## src/rtl/bp_me_cache_dma_mem_if.sv

```systemverilog
// Command/response/SRAM signal bundle between the L2 slice DMA side, the
// backing-memory endpoint and its SRAM macro.
interface bp_me_cache_dma_mem_if #(
  parameter int hdr_w       = 57,
  parameter int dword_w     = 64,
  parameter int sram_addr_w = 16
);
  logic [hdr_w-1:0]       mem_cmd_header_i;
  logic                   mem_cmd_header_v_i;
  logic                   mem_cmd_header_yumi_o;
  logic [dword_w-1:0]     mem_cmd_data_i;
  logic                   mem_cmd_data_v_i;
  logic                   mem_cmd_data_yumi_o;
  logic [hdr_w-1:0]       mem_resp_header_o;
  logic                   mem_resp_header_v_o;
  logic                   mem_resp_header_ready_i;
  logic [dword_w-1:0]     mem_resp_data_o;
  logic                   mem_resp_data_v_o;
  logic                   mem_resp_data_ready_i;
  logic                   sram_v_o;
  logic                   sram_w_o;
  logic [sram_addr_w-1:0] sram_addr_o;
  logic [dword_w-1:0]     sram_data_o;
  logic [dword_w-1:0]     sram_data_i;

  modport slave (
    input  mem_cmd_header_i, mem_cmd_header_v_i, mem_cmd_data_i, mem_cmd_data_v_i,
           mem_resp_header_ready_i, mem_resp_data_ready_i, sram_data_i,
    output mem_cmd_header_yumi_o, mem_cmd_data_yumi_o, mem_resp_header_o,
           mem_resp_header_v_o, mem_resp_data_o, mem_resp_data_v_o,
           sram_v_o, sram_w_o, sram_addr_o, sram_data_o
  );

  modport master (
    output mem_cmd_header_i, mem_cmd_header_v_i, mem_cmd_data_i, mem_cmd_data_v_i,
           mem_resp_header_ready_i, mem_resp_data_ready_i, sram_data_i,
    input  mem_cmd_header_yumi_o, mem_cmd_data_yumi_o, mem_resp_header_o,
           mem_resp_header_v_o, mem_resp_data_o, mem_resp_data_v_o,
           sram_v_o, sram_w_o, sram_addr_o, sram_data_o
  );
endinterface

```

## src/rtl/bp_me_cache_dma_mem.sv

```systemverilog
// Backing-memory endpoint behind the L2 slice DMA port: whole-block reads and
// writes against a single-port synchronous SRAM, one dword beat per cycle.
module bp_me_cache_dma_mem #(
  parameter int paddr_width_p     = 40,
  parameter int dword_width_p     = 64,
  parameter int cce_block_width_p = 512,
  parameter int lce_id_width_p    = 4,
  parameter int lce_assoc_p       = 8,
  parameter int mem_els_p         = 2**16
) (
  input logic clk_i,
  input logic reset_i,
  bp_me_cache_dma_mem_if.slave mem
);
  localparam int beats_lp     = cce_block_width_p / dword_width_p;
  localparam int lg_beats_lp  = $clog2(beats_lp);
  localparam int lg_mem_lp    = $clog2(mem_els_p);
  localparam int payload_w_lp = lce_id_width_p + $clog2(lce_assoc_p) + 3;
  // Header layout, LSB first: msg_type[3:0], size[2:0], addr, payload.
  localparam int addr_lsb_lp  = 7;
  localparam int cce_mem_msg_header_width_lp = addr_lsb_lp + paddr_width_p + payload_w_lp;
  localparam logic [cce_mem_msg_header_width_lp-1:0] keep_mask_lp =
    {{payload_w_lp{1'b0}}, {(cce_mem_msg_header_width_lp-payload_w_lp){1'b1}}};

  typedef enum logic [2:0] {e_ready, e_write, e_wr_resp, e_rd_hdr, e_rd_data} state_e;

  state_e                             state_r, state_n;
  logic [cce_mem_msg_header_width_lp-1:0] hdr_r;
  logic [lg_beats_lp:0]               cnt_r;
  logic [dword_width_p-1:0]           fifo_r [2];
  logic                               wptr_r, rptr_r, inflight_r;
  logic [1:0]                         fcnt_r, occ;
  logic                               wr_cmd, deq, issue, hdr_acc, wr_beat, rd_done;

  assign wr_cmd  = (mem.mem_cmd_header_i[3:0] == 4'b0001) || (mem.mem_cmd_header_i[3:0] == 4'b0011);
  assign deq     = (fcnt_r != 2'd0) & mem.mem_resp_data_ready_i & ~reset_i;
  // Slots still owed: queued beats plus the read whose data lands next cycle.
  assign occ     = fcnt_r + 2'(inflight_r) - 2'(deq);
  assign issue   = ~reset_i & (state_r == e_rd_data) & ~cnt_r[lg_beats_lp] & (occ < 2'd2);
  assign hdr_acc = ~reset_i & (state_r == e_ready) & mem.mem_cmd_header_v_i;
  assign wr_beat = ~reset_i & (state_r == e_write) & mem.mem_cmd_data_v_i;
  assign rd_done = cnt_r[lg_beats_lp] & ~inflight_r & (fcnt_r == 2'd1) & deq;

  assign mem.sram_addr_o       = {hdr_r[addr_lsb_lp+lg_mem_lp+2 : addr_lsb_lp+3+lg_beats_lp],
                                  cnt_r[lg_beats_lp-1:0]};
  assign mem.sram_data_o       = mem.mem_cmd_data_i;
  assign mem.mem_resp_header_o = hdr_r & keep_mask_lp;
  assign mem.mem_resp_data_o   = fifo_r[rptr_r];
  assign mem.mem_resp_data_v_o = (fcnt_r != 2'd0) & ~reset_i;

  always_comb begin
    state_n                   = state_r;
    mem.mem_cmd_header_yumi_o = 1'b0;
    mem.mem_cmd_data_yumi_o   = 1'b0;
    mem.mem_resp_header_v_o   = 1'b0;
    mem.sram_v_o              = 1'b0;
    mem.sram_w_o              = 1'b0;
    case (state_r)
      e_ready: begin
        mem.mem_cmd_header_yumi_o = mem.mem_cmd_header_v_i;
        if (mem.mem_cmd_header_v_i) state_n = wr_cmd ? e_write : e_rd_hdr;
      end
      e_write: begin
        mem.mem_cmd_data_yumi_o = mem.mem_cmd_data_v_i;
        mem.sram_v_o            = mem.mem_cmd_data_v_i;
        mem.sram_w_o            = mem.mem_cmd_data_v_i;
        if (mem.mem_cmd_data_v_i && cnt_r[lg_beats_lp-1:0] == lg_beats_lp'(beats_lp-1))
          state_n = e_wr_resp;
      end
      e_wr_resp: begin
        mem.mem_resp_header_v_o = 1'b1;
        if (mem.mem_resp_header_ready_i) state_n = e_ready;
      end
      e_rd_hdr: begin
        mem.mem_resp_header_v_o = 1'b1;
        if (mem.mem_resp_header_ready_i) state_n = e_rd_data;
      end
      e_rd_data: begin
        mem.sram_v_o = issue;
        if (rd_done) state_n = e_ready;
      end
      default: state_n = e_ready;
    endcase
    if (reset_i) begin
      mem.mem_cmd_header_yumi_o = 1'b0;
      mem.mem_cmd_data_yumi_o   = 1'b0;
      mem.mem_resp_header_v_o   = 1'b0;
      mem.sram_v_o              = 1'b0;
      mem.sram_w_o              = 1'b0;
    end
  end

  always_ff @(posedge clk_i) begin
    if (reset_i) begin
      state_r    <= e_ready;
      cnt_r      <= '0;
      fcnt_r     <= '0;
      wptr_r     <= 1'b0;
      rptr_r     <= 1'b0;
      inflight_r <= 1'b0;
    end else begin
      state_r    <= state_n;
      inflight_r <= issue;
      if (hdr_acc) cnt_r <= '0;
      else if (wr_beat || issue) cnt_r <= cnt_r + 1'b1;
      if (inflight_r) wptr_r <= ~wptr_r;
      if (deq) rptr_r <= ~rptr_r;
      fcnt_r <= fcnt_r + 2'(inflight_r) - 2'(deq);
    end
  end

  // Datapath storage needs no reset; the control above qualifies it.
  always_ff @(posedge clk_i) begin
    if (hdr_acc) hdr_r <= mem.mem_cmd_header_i;
    if (!reset_i && inflight_r) fifo_r[wptr_r] <= mem.sram_data_i;
  end
endmodule
```

## src/flat_wrapper.sv

```systemverilog
// flat-port wrapper written by rule: the top's interface ports become plain ports
module bp_me_cache_dma_mem_flat 
#(
  parameter int paddr_width_p     = 40,
  parameter int dword_width_p     = 64,
  parameter int cce_block_width_p = 512,
  parameter int lce_id_width_p    = 4,
  parameter int lce_assoc_p       = 8,
  parameter int mem_els_p         = 2**16
)
  (clk_i, reset_i, mem_mem_cmd_header_i, mem_mem_cmd_header_v_i, mem_mem_cmd_data_i, mem_mem_cmd_data_v_i, mem_mem_resp_header_ready_i, mem_mem_resp_data_ready_i, mem_sram_data_i, mem_mem_cmd_header_yumi_o, mem_mem_cmd_data_yumi_o, mem_mem_resp_header_o, mem_mem_resp_header_v_o, mem_mem_resp_data_o, mem_mem_resp_data_v_o, mem_sram_v_o, mem_sram_w_o, mem_sram_addr_o, mem_sram_data_o);
  bp_me_cache_dma_mem_if mem_i ();
  input logic clk_i;
  input logic reset_i;
  input wire logic [$bits(mem_i.mem_cmd_header_i)-1:0] mem_mem_cmd_header_i;
  input wire logic [$bits(mem_i.mem_cmd_header_v_i)-1:0] mem_mem_cmd_header_v_i;
  input wire logic [$bits(mem_i.mem_cmd_data_i)-1:0] mem_mem_cmd_data_i;
  input wire logic [$bits(mem_i.mem_cmd_data_v_i)-1:0] mem_mem_cmd_data_v_i;
  input wire logic [$bits(mem_i.mem_resp_header_ready_i)-1:0] mem_mem_resp_header_ready_i;
  input wire logic [$bits(mem_i.mem_resp_data_ready_i)-1:0] mem_mem_resp_data_ready_i;
  input wire logic [$bits(mem_i.sram_data_i)-1:0] mem_sram_data_i;
  output wire logic [$bits(mem_i.mem_cmd_header_yumi_o)-1:0] mem_mem_cmd_header_yumi_o;
  output wire logic [$bits(mem_i.mem_cmd_data_yumi_o)-1:0] mem_mem_cmd_data_yumi_o;
  output wire logic [$bits(mem_i.mem_resp_header_o)-1:0] mem_mem_resp_header_o;
  output wire logic [$bits(mem_i.mem_resp_header_v_o)-1:0] mem_mem_resp_header_v_o;
  output wire logic [$bits(mem_i.mem_resp_data_o)-1:0] mem_mem_resp_data_o;
  output wire logic [$bits(mem_i.mem_resp_data_v_o)-1:0] mem_mem_resp_data_v_o;
  output wire logic [$bits(mem_i.sram_v_o)-1:0] mem_sram_v_o;
  output wire logic [$bits(mem_i.sram_w_o)-1:0] mem_sram_w_o;
  output wire logic [$bits(mem_i.sram_addr_o)-1:0] mem_sram_addr_o;
  output wire logic [$bits(mem_i.sram_data_o)-1:0] mem_sram_data_o;
  assign mem_i.mem_cmd_header_i = mem_mem_cmd_header_i;
  assign mem_i.mem_cmd_header_v_i = mem_mem_cmd_header_v_i;
  assign mem_i.mem_cmd_data_i = mem_mem_cmd_data_i;
  assign mem_i.mem_cmd_data_v_i = mem_mem_cmd_data_v_i;
  assign mem_i.mem_resp_header_ready_i = mem_mem_resp_header_ready_i;
  assign mem_i.mem_resp_data_ready_i = mem_mem_resp_data_ready_i;
  assign mem_i.sram_data_i = mem_sram_data_i;
  assign mem_mem_cmd_header_yumi_o = mem_i.mem_cmd_header_yumi_o;
  assign mem_mem_cmd_data_yumi_o = mem_i.mem_cmd_data_yumi_o;
  assign mem_mem_resp_header_o = mem_i.mem_resp_header_o;
  assign mem_mem_resp_header_v_o = mem_i.mem_resp_header_v_o;
  assign mem_mem_resp_data_o = mem_i.mem_resp_data_o;
  assign mem_mem_resp_data_v_o = mem_i.mem_resp_data_v_o;
  assign mem_sram_v_o = mem_i.sram_v_o;
  assign mem_sram_w_o = mem_i.sram_w_o;
  assign mem_sram_addr_o = mem_i.sram_addr_o;
  assign mem_sram_data_o = mem_i.sram_data_o;
  bp_me_cache_dma_mem #(.paddr_width_p(paddr_width_p), .dword_width_p(dword_width_p), .cce_block_width_p(cce_block_width_p), .lce_id_width_p(lce_id_width_p), .lce_assoc_p(lce_assoc_p), .mem_els_p(mem_els_p)) u_core (.clk_i(clk_i), .reset_i(reset_i), .mem(mem_i));
endmodule
```

## config.mk

```make
export PLATFORM = sky130hd
export DESIGN_NAME = bp_me_cache_dma_mem_flat
export DESIGN_NICKNAME = d
export VERILOG_FILES = /design/src/rtl/bp_me_cache_dma_mem_if.sv /design/src/rtl/bp_me_cache_dma_mem.sv /design/src/flat_wrapper.sv
export SDC_FILE = /design/constraint.sdc
export NUM_CORES = 1
export LEC_CHECK = 0
export ABC_AREA = 1
export BUFFER_PORTS_ARGS = -buffer_cell sky130_fd_sc_hd__buf_4
export CORE_AREA = 2 2 155 157
export DETAILED_ROUTE_END_ITERATION = 12
export DIE_AREA = 0 0 157 159
export GPL_TIMING_DRIVEN = 0
export PLACE_DENSITY = 0.74
export SLEW_MARGIN = 20
export SYNTH_ARGS = -nofsm -noshare
export SYNTH_HDL_FRONTEND = slang
export SYNTH_SLANG_ARGS = --single-unit
```

## constraint.sdc

```tcl
create_clock -name clk_i -period 5.31 [get_ports clk_i]
set_input_delay 0.531 -clock clk_i [delete_from_list [all_inputs] [get_ports clk_i]]
set_output_delay 0.531 -clock clk_i [all_outputs]
set_load 0.01 [all_outputs]
```

==> flow_summary.json, run 1 <==
{
  "ant_nets": 0,
  "grt_usage": 0.1314,
  "core_area_um2": 23190,
  "htreeDepth": 4,
  "antenna_found_initial": 0,
  "antenna_cells": 0,
  "fillers": 2014,
  "crit_path_start": "u_core.fcnt_r[1]",
  "crit_arrival_ns": 2.12,
  "max-cap-violations": 0,
  "final_common_cell": "buf_4",
  "syn_inst": 444,
  "fin_crit_sh": 0.4996,
  "grt_pass1_vias": 4731,
  "clk_path_buf_depth": 2,
  "grt_overflow": 0,
  "required_ns": 4.78,
  "path_class": "flop to primary output",
  "finClkSkew_ns": 0.01242,
  "clk_latency_ns": 0.43,
  "hp-start": "mem_mem_cmd_header_i[35]",
  "synth.cell_area_um2": 7433,
  "wl_mm": 17.18,
  "power.density_nw_per_um2": 340.7,
  "yosys_warnings": 0,
  "die-area_um2": 24960,
  "fin_total_pwr_uw": 3735,
  "ys_types": 26,
  "die_h_um": 159,
  "ir_drop_mv": 0.1877,
  "numCtsBuffers": 17,
  "hold_buffers": 0,
  "initial_core_util": 0.3205,
  "cts_tree": "built",
  "io_pins": 398,
  "rows": 56,
  "grt_max_degree": 31,
  "drive_above_1_share": 0.6104,
  "drv_slew": 0,
  "dp.final_hpwl_mm": 13.38,
  "synthToLayoutAreaGrowth_pct": 47.48,
  "clk_pin_slew_worst_paths_ns": 0.08,
  "status": "complete, no violations",
  "ys_seq_area_frac": 0.7420,
  "wl_per_cell_um": 15.27,
  "cp-start-kind": "flop",
  "nets": 988,
  "drt_pass1_iterations": 4,
  "relSlewSlack": 0.5950,
  "r2r_cells": 6,
  "cp_max_fo": 6,
  "portBuffers": 313,
  "rr_startpoint": "u_core.state_r[1]",
  "endpoint_kind": "primary output",
  "holdPathStages": 1,
  "drtIter0Drc": 210,
  "final_cell_mix": "404 x buf_4, 175 x edfxtp_1, 36 x mux2_1",
  "cts.sinks": 188,
  "clockRootBuffer": "clkbuf_16",
  "syn_area_per_cell_um2": 16.74,
  "tightestPinTransition_ns": 0.6060,
  "dieWidth_um": 157,
  "holdCritPathClass": "input pin to flop",
  "detail_route.vias_per_cell": 4.148,
  "grt_setup_unrepaired": "false",
  "setup_viol": 0,
  "setup_tns_ns": 0,
  "grt_pass1_wl_mm": 24.81,
  "synth_seq_cells": 188,
  "drc": 0,
  "hold_slack_ns": 0.2770,
  "p_leak_uw": 0.004553,
  "fmax_mhz": 376.9,
  "finalHoldViolCount": 0,
  "postCtsSetupBuffers": 0,
  "vias": 4666,
  "period_minus_slack_ns": 2.653,
  "postCtsResizedCells": 0,
  "place_congestion": 0.7675
}
area by class of cell:
type | instances | area, µm² | share of cell area
Clock buffer | 17 | 425.4 | 0.03880
Buffer | 99 | 721.9 | 0.06585
Inverter | 20 | 75.07 | 0.006848
Sequential cell | 188 | 5515 | 0.5031
Timing Repair Buffer | 321 | 2485 | 0.2267
Multi-Input combinational cell | 146 | 1181 | 0.1077
Tap cell | 319 | 399.1 | 0.03641
Clock inverter | 15 | 160.2 | 0.01461
cells in the mapped netlist (all sizes together):
cell	instances	area [µm²]
o21ai	1	5.000
nand2	23	96.35
a21oi	9	45.04
nor3	3	20.02
nand3	13	82.58
conb	1	3.750
buf	98	718.2
mux2	64	720.7
ha	4	50.05
nor2	14	57.55
xor2	2	17.52
edfxtp	175	5255
nand3b	2	15.01
clkbuf	1	3.750
inv	20	75.07
o21bai	1	7.510
dfxtp	13	260.3
sequential cells by signal (all words and copies together), names as in the netlist, named ones only:
name               flops
u_core.rptr_r          1
u_core.fifo_r        128
u_core.inflight_r      1
u_core.wptr_r          1
u_core.fcnt_r          2
u_core.state_r         3
u_core.hdr_r          47
u_core.cnt_r           4
logic make-up after synthesis:
group / after synthesis / synth area share
AOI/OAI and AO/OA: 11 / 0.007742
xor gates and xnor gates: 2 / 0.002357
adders and majority gates: 4 / 0.006733
buffers and inverters: 119 / 0.1072
DFF: 188 / 0.7420
muxes: 64 / 0.09695
other: 1 / 0.0005045
and+or+nand+nor: 55 / 0.03653
routing by layer:
metal,up-vias,GRT usage,share of wire,routed length (µm)
li1,2198,-,-,-
met1,2230,0.1436,0.37,6346
met2,224,0.2247,0.51,8704
met3,14,0.06151,0.11,1853
met4,0,0.04254,0.016,276
met5,-,0,0,0
metrics by stage:
step | cell area, µm² | instances | util | setup slack [ns]
floorplan | 7472 | 453 | - | 1.384
global placement | 10220 | 1085 | 0.4407 | -0.4238
detailed placement | 10380 | 1093 | 0.4475 | 2.757
CTS | 10960 | 1125 | 0.4727 | 2.626
global route | 10960 | 1125 | 0.4727 | 2.493
finish | 10960 | 1125 | 0.4727 | 2.657
critical path: stages, from the launching register on:
cell     delay (ns)
dfxtp_1        0.32
inv_2          0.07
nand2_1        0.05
nand3_1        0.13
inv_1          0.06
ha_1           0.28
inv_1          0.05
ha_1           0.16
nand3_1        0.16
nand3_4        0.17
nand2_4        0.08
buf_4          0.16
worst paths after layout:
check	end	slack [ns]
max	mem_sram_v_o	2.66
min	u_core.hdr_r[35]	0.28
max reg2reg	u_core.hdr_r[42]	3.42
min reg2reg	u_core.wptr_r	0.47
report_power, final:
group | internal, µW | switching [µW]
Clock | 635 | 610
Combinational | 368 | 345
Sequential | 1740 | 41.1
Power figures use the tool's default switching activity.
==> run 2, diff against run 1 <==
==> constraint.sdc (replaced) <==
create_clock -name clk_i -period 2.2 [get_ports clk_i]
set_input_delay 0.22 -clock clk_i [delete_from_list [all_inputs] [get_ports clk_i]]
set_output_delay 0.22 -clock clk_i [all_outputs]
set_load 0.01 [all_outputs]
==> run 2 against run 1 <==
Via count grew 9.4%. Sequential share of layout area is 5.2 points lower. Global-route usage increased by 2.0 points. Combinational power rose to 2.8 times the previous value. Sequential cell count is the same. Clock power rose to 2.5 times the previous value. Die area did not move. Setup slack got worse by 2.6 ns. Routed wire length increased by 14%. Clock skew down 0.00098 ns. Sequential power grew 140%. Largest cell class unchanged. Largest power group unchanged.
==> flow_summary.json, run 2 (same netlist as run 1, synthesis figures left out) <==
{
  "status": "complete, no violations",
  "dieWidth_um": 157,
  "max-cap-violations": 0,
  "nets": 1104,
  "clk_latency_ns": 0.43,
  "p_leak_uw": 0.005071,
  "place_congestion": 0.7421,
  "required_ns": 1.98,
  "fin_total_pwr_uw": 9426,
  "antenna_found_initial": 1,
  "place_area_um2": 10430,
  "ir_drop_mv": 0.4561,
  "fin_area_um2": 12250,
  "drv_slew": 0,
  "ant_nets": 0,
  "numCtsBuffers": 17,
  "portBuffers": 313,
  "fin_crit_sh": 0.9615,
  "period_minus_slack_ns": 2.115,
  "holdCritPathClass": "input pin to flop",
  "final_cell_mix": "407 x buf_4, 175 x edfxtp_1, 111 x dlygate4sd3_1",
  "power.density_nw_per_um2": 769.7,
  "initial_core_util": 0.3205,
  "cts.sinks": 188,
  "wl_per_cell_um": 15.74,
  "largest_reg_flops": 128,
  "endpoint_kind": "primary output",
  "io_pins": 398,
  "multi_input_area_um2": 1216,
  "grt_overflow": 0,
  "tightestPinTransition_ns": 0.6843,
  "crit_buf_inv": 3,
  "drt_pass1_iterations": 6,
  "met2_usage": 0.2689,
  "fillers": 1872,
  "grt_setup_unrepaired": "true",
  "rows": 56,
  "hp-start": "reset_i",
  "cp_max_fo": 10,
  "holdPathStages": 4,
  "path_depth": 4,
  "slowest_stage": "mux2_1",
  "largestRegisters": "u_core.fifo_r x128, u_core.hdr_r x47, u_core.cnt_r x4",
  "crit_top_cell": "buf_2",
  "cpPeakStageDelay_ns": 0.40,
  "rr_startpoint": "u_core.state_r[1]",
  "path_class": "flop to primary output",
  "drc": 0,
  "grt_usage": 0.1517,
  "finClkSkew_ns": 0.01143,
  "r2r_slack_ns": 0.25,
  "crit_arrival_ns": 1.90,
  "htreeDepth": 4,
  "grt_pass1_vias": 5378,
  "grt_use_met3": 0.06206,
  "clockRootBuffer": "clkbuf_16",
  "relSlewSlack": 0.5427,
  "grtUsageMet1": 0.1620,
  "setup_viol": 0,
  "drtIter0Drc": 251,
  "cpLargestDelayFamily": "buffers and inverters",
  "final_common_cell": "buf_4",
  "cp-start-kind": "flop",
  "drive_above_1_share": 0.5531,
  "detail_route.vias_per_cell": 4.111,
  "fmax_mhz": 472.7,
  "wl_mm": 19.55,
  "dp.final_hpwl_mm": 13.36,
  "cts_tree": "built",
  "r2r_cells": 6,
  "clk_path_buf_depth": 2,
  "min_to": "u_core.state_r[2]",
  "busiest_layer": "met2",
  "hold_slack_ns": 0.1235,
  "grt_pass1_wl_mm": 28.91,
  "synthToLayoutAreaGrowth_pct": 64.75,
  "reg2reg_to": "u_core.hdr_r[38]",
  "crit_chain": "buf_2 > buf_2 > mux2_1 > buf_4",
  "clk_pin_slew_worst_paths_ns": 0.08,
  "die-area_um2": 24960,
  "finalHoldViolCount": 0,
  "largest-register": "u_core.fifo_r",
  "grt_max_degree": 30,
  "core_area_um2": 23190,
  "vias": 5106,
  "die_h_um": 159,
  "regArea_um2": 5519
}
## run 2: per-stage QoR
step	util	setup slack, ns	setup TNS [ns]	std cells
2_1_floorplan	-	-0.1584	-10.14	453
3_3_place_gp	0.4426	-1.308	-104.45	1085
3_5_place_dp	0.4498	0.2471	0	1094
4_1_cts	0.5263	0.004246	0	1240
5_1_grt	0.5279	-0.02551	-0.02551	1241
6_report	0.5281	0.08471	0	1242
## run 2: where the power goes
part,total (µW),switching [µW],internal [µW]
clock network,3160,1580,1580
logic,1970,906,1060
registers,4290,104,4190
## run 2: worst min-delay path, stage by stage
cell	delay [ns]
buf_4	0.13
nor3_1	0.06
o21ai_1	0.06
inv_1	0.04
## run 2: worst max path at each step
stage,endpoint
final,mem_mem_resp_data_o[17]
after global routing,mem_sram_v_o
after CTS,mem_mem_resp_data_o[59]
after detailed placement,u_core.fifo_r[1][51]
after global placement,u_core.fifo_r[1][3]
after floorplan,u_core.fifo_r[1][0]
## run 2: area by class of cell
type                            instances  share of cell area
Clock buffer                           17             0.03474
Inverter                               20            0.006130
Multi-Input combinational cell        146             0.09931
Antenna cell                            1           0.0002043
Tap cell                              319             0.03259
Clock inverter                         15             0.01614
Timing Repair Buffer                  437              0.2989
Sequential cell                       188              0.4507
Buffer                                 99             0.06130
## run 2: layer usage
metal	vias up	routed length (µm)
met5	-	0
met1	2410	7131
met4	0	348
met3	23	1915
li1	2431	-
met2	242	10150
## run 2: what timing repair did
action / 4_1_cts / 5_1_grt
hold endpoints to repair: 175 / 0
pin swaps: 2 / 2
hold buffers: 111 / 0
buffers inserted: 3 / 1
endpoints found under the setup margin: 1 / 12
gates resized for setup: 5 / 11
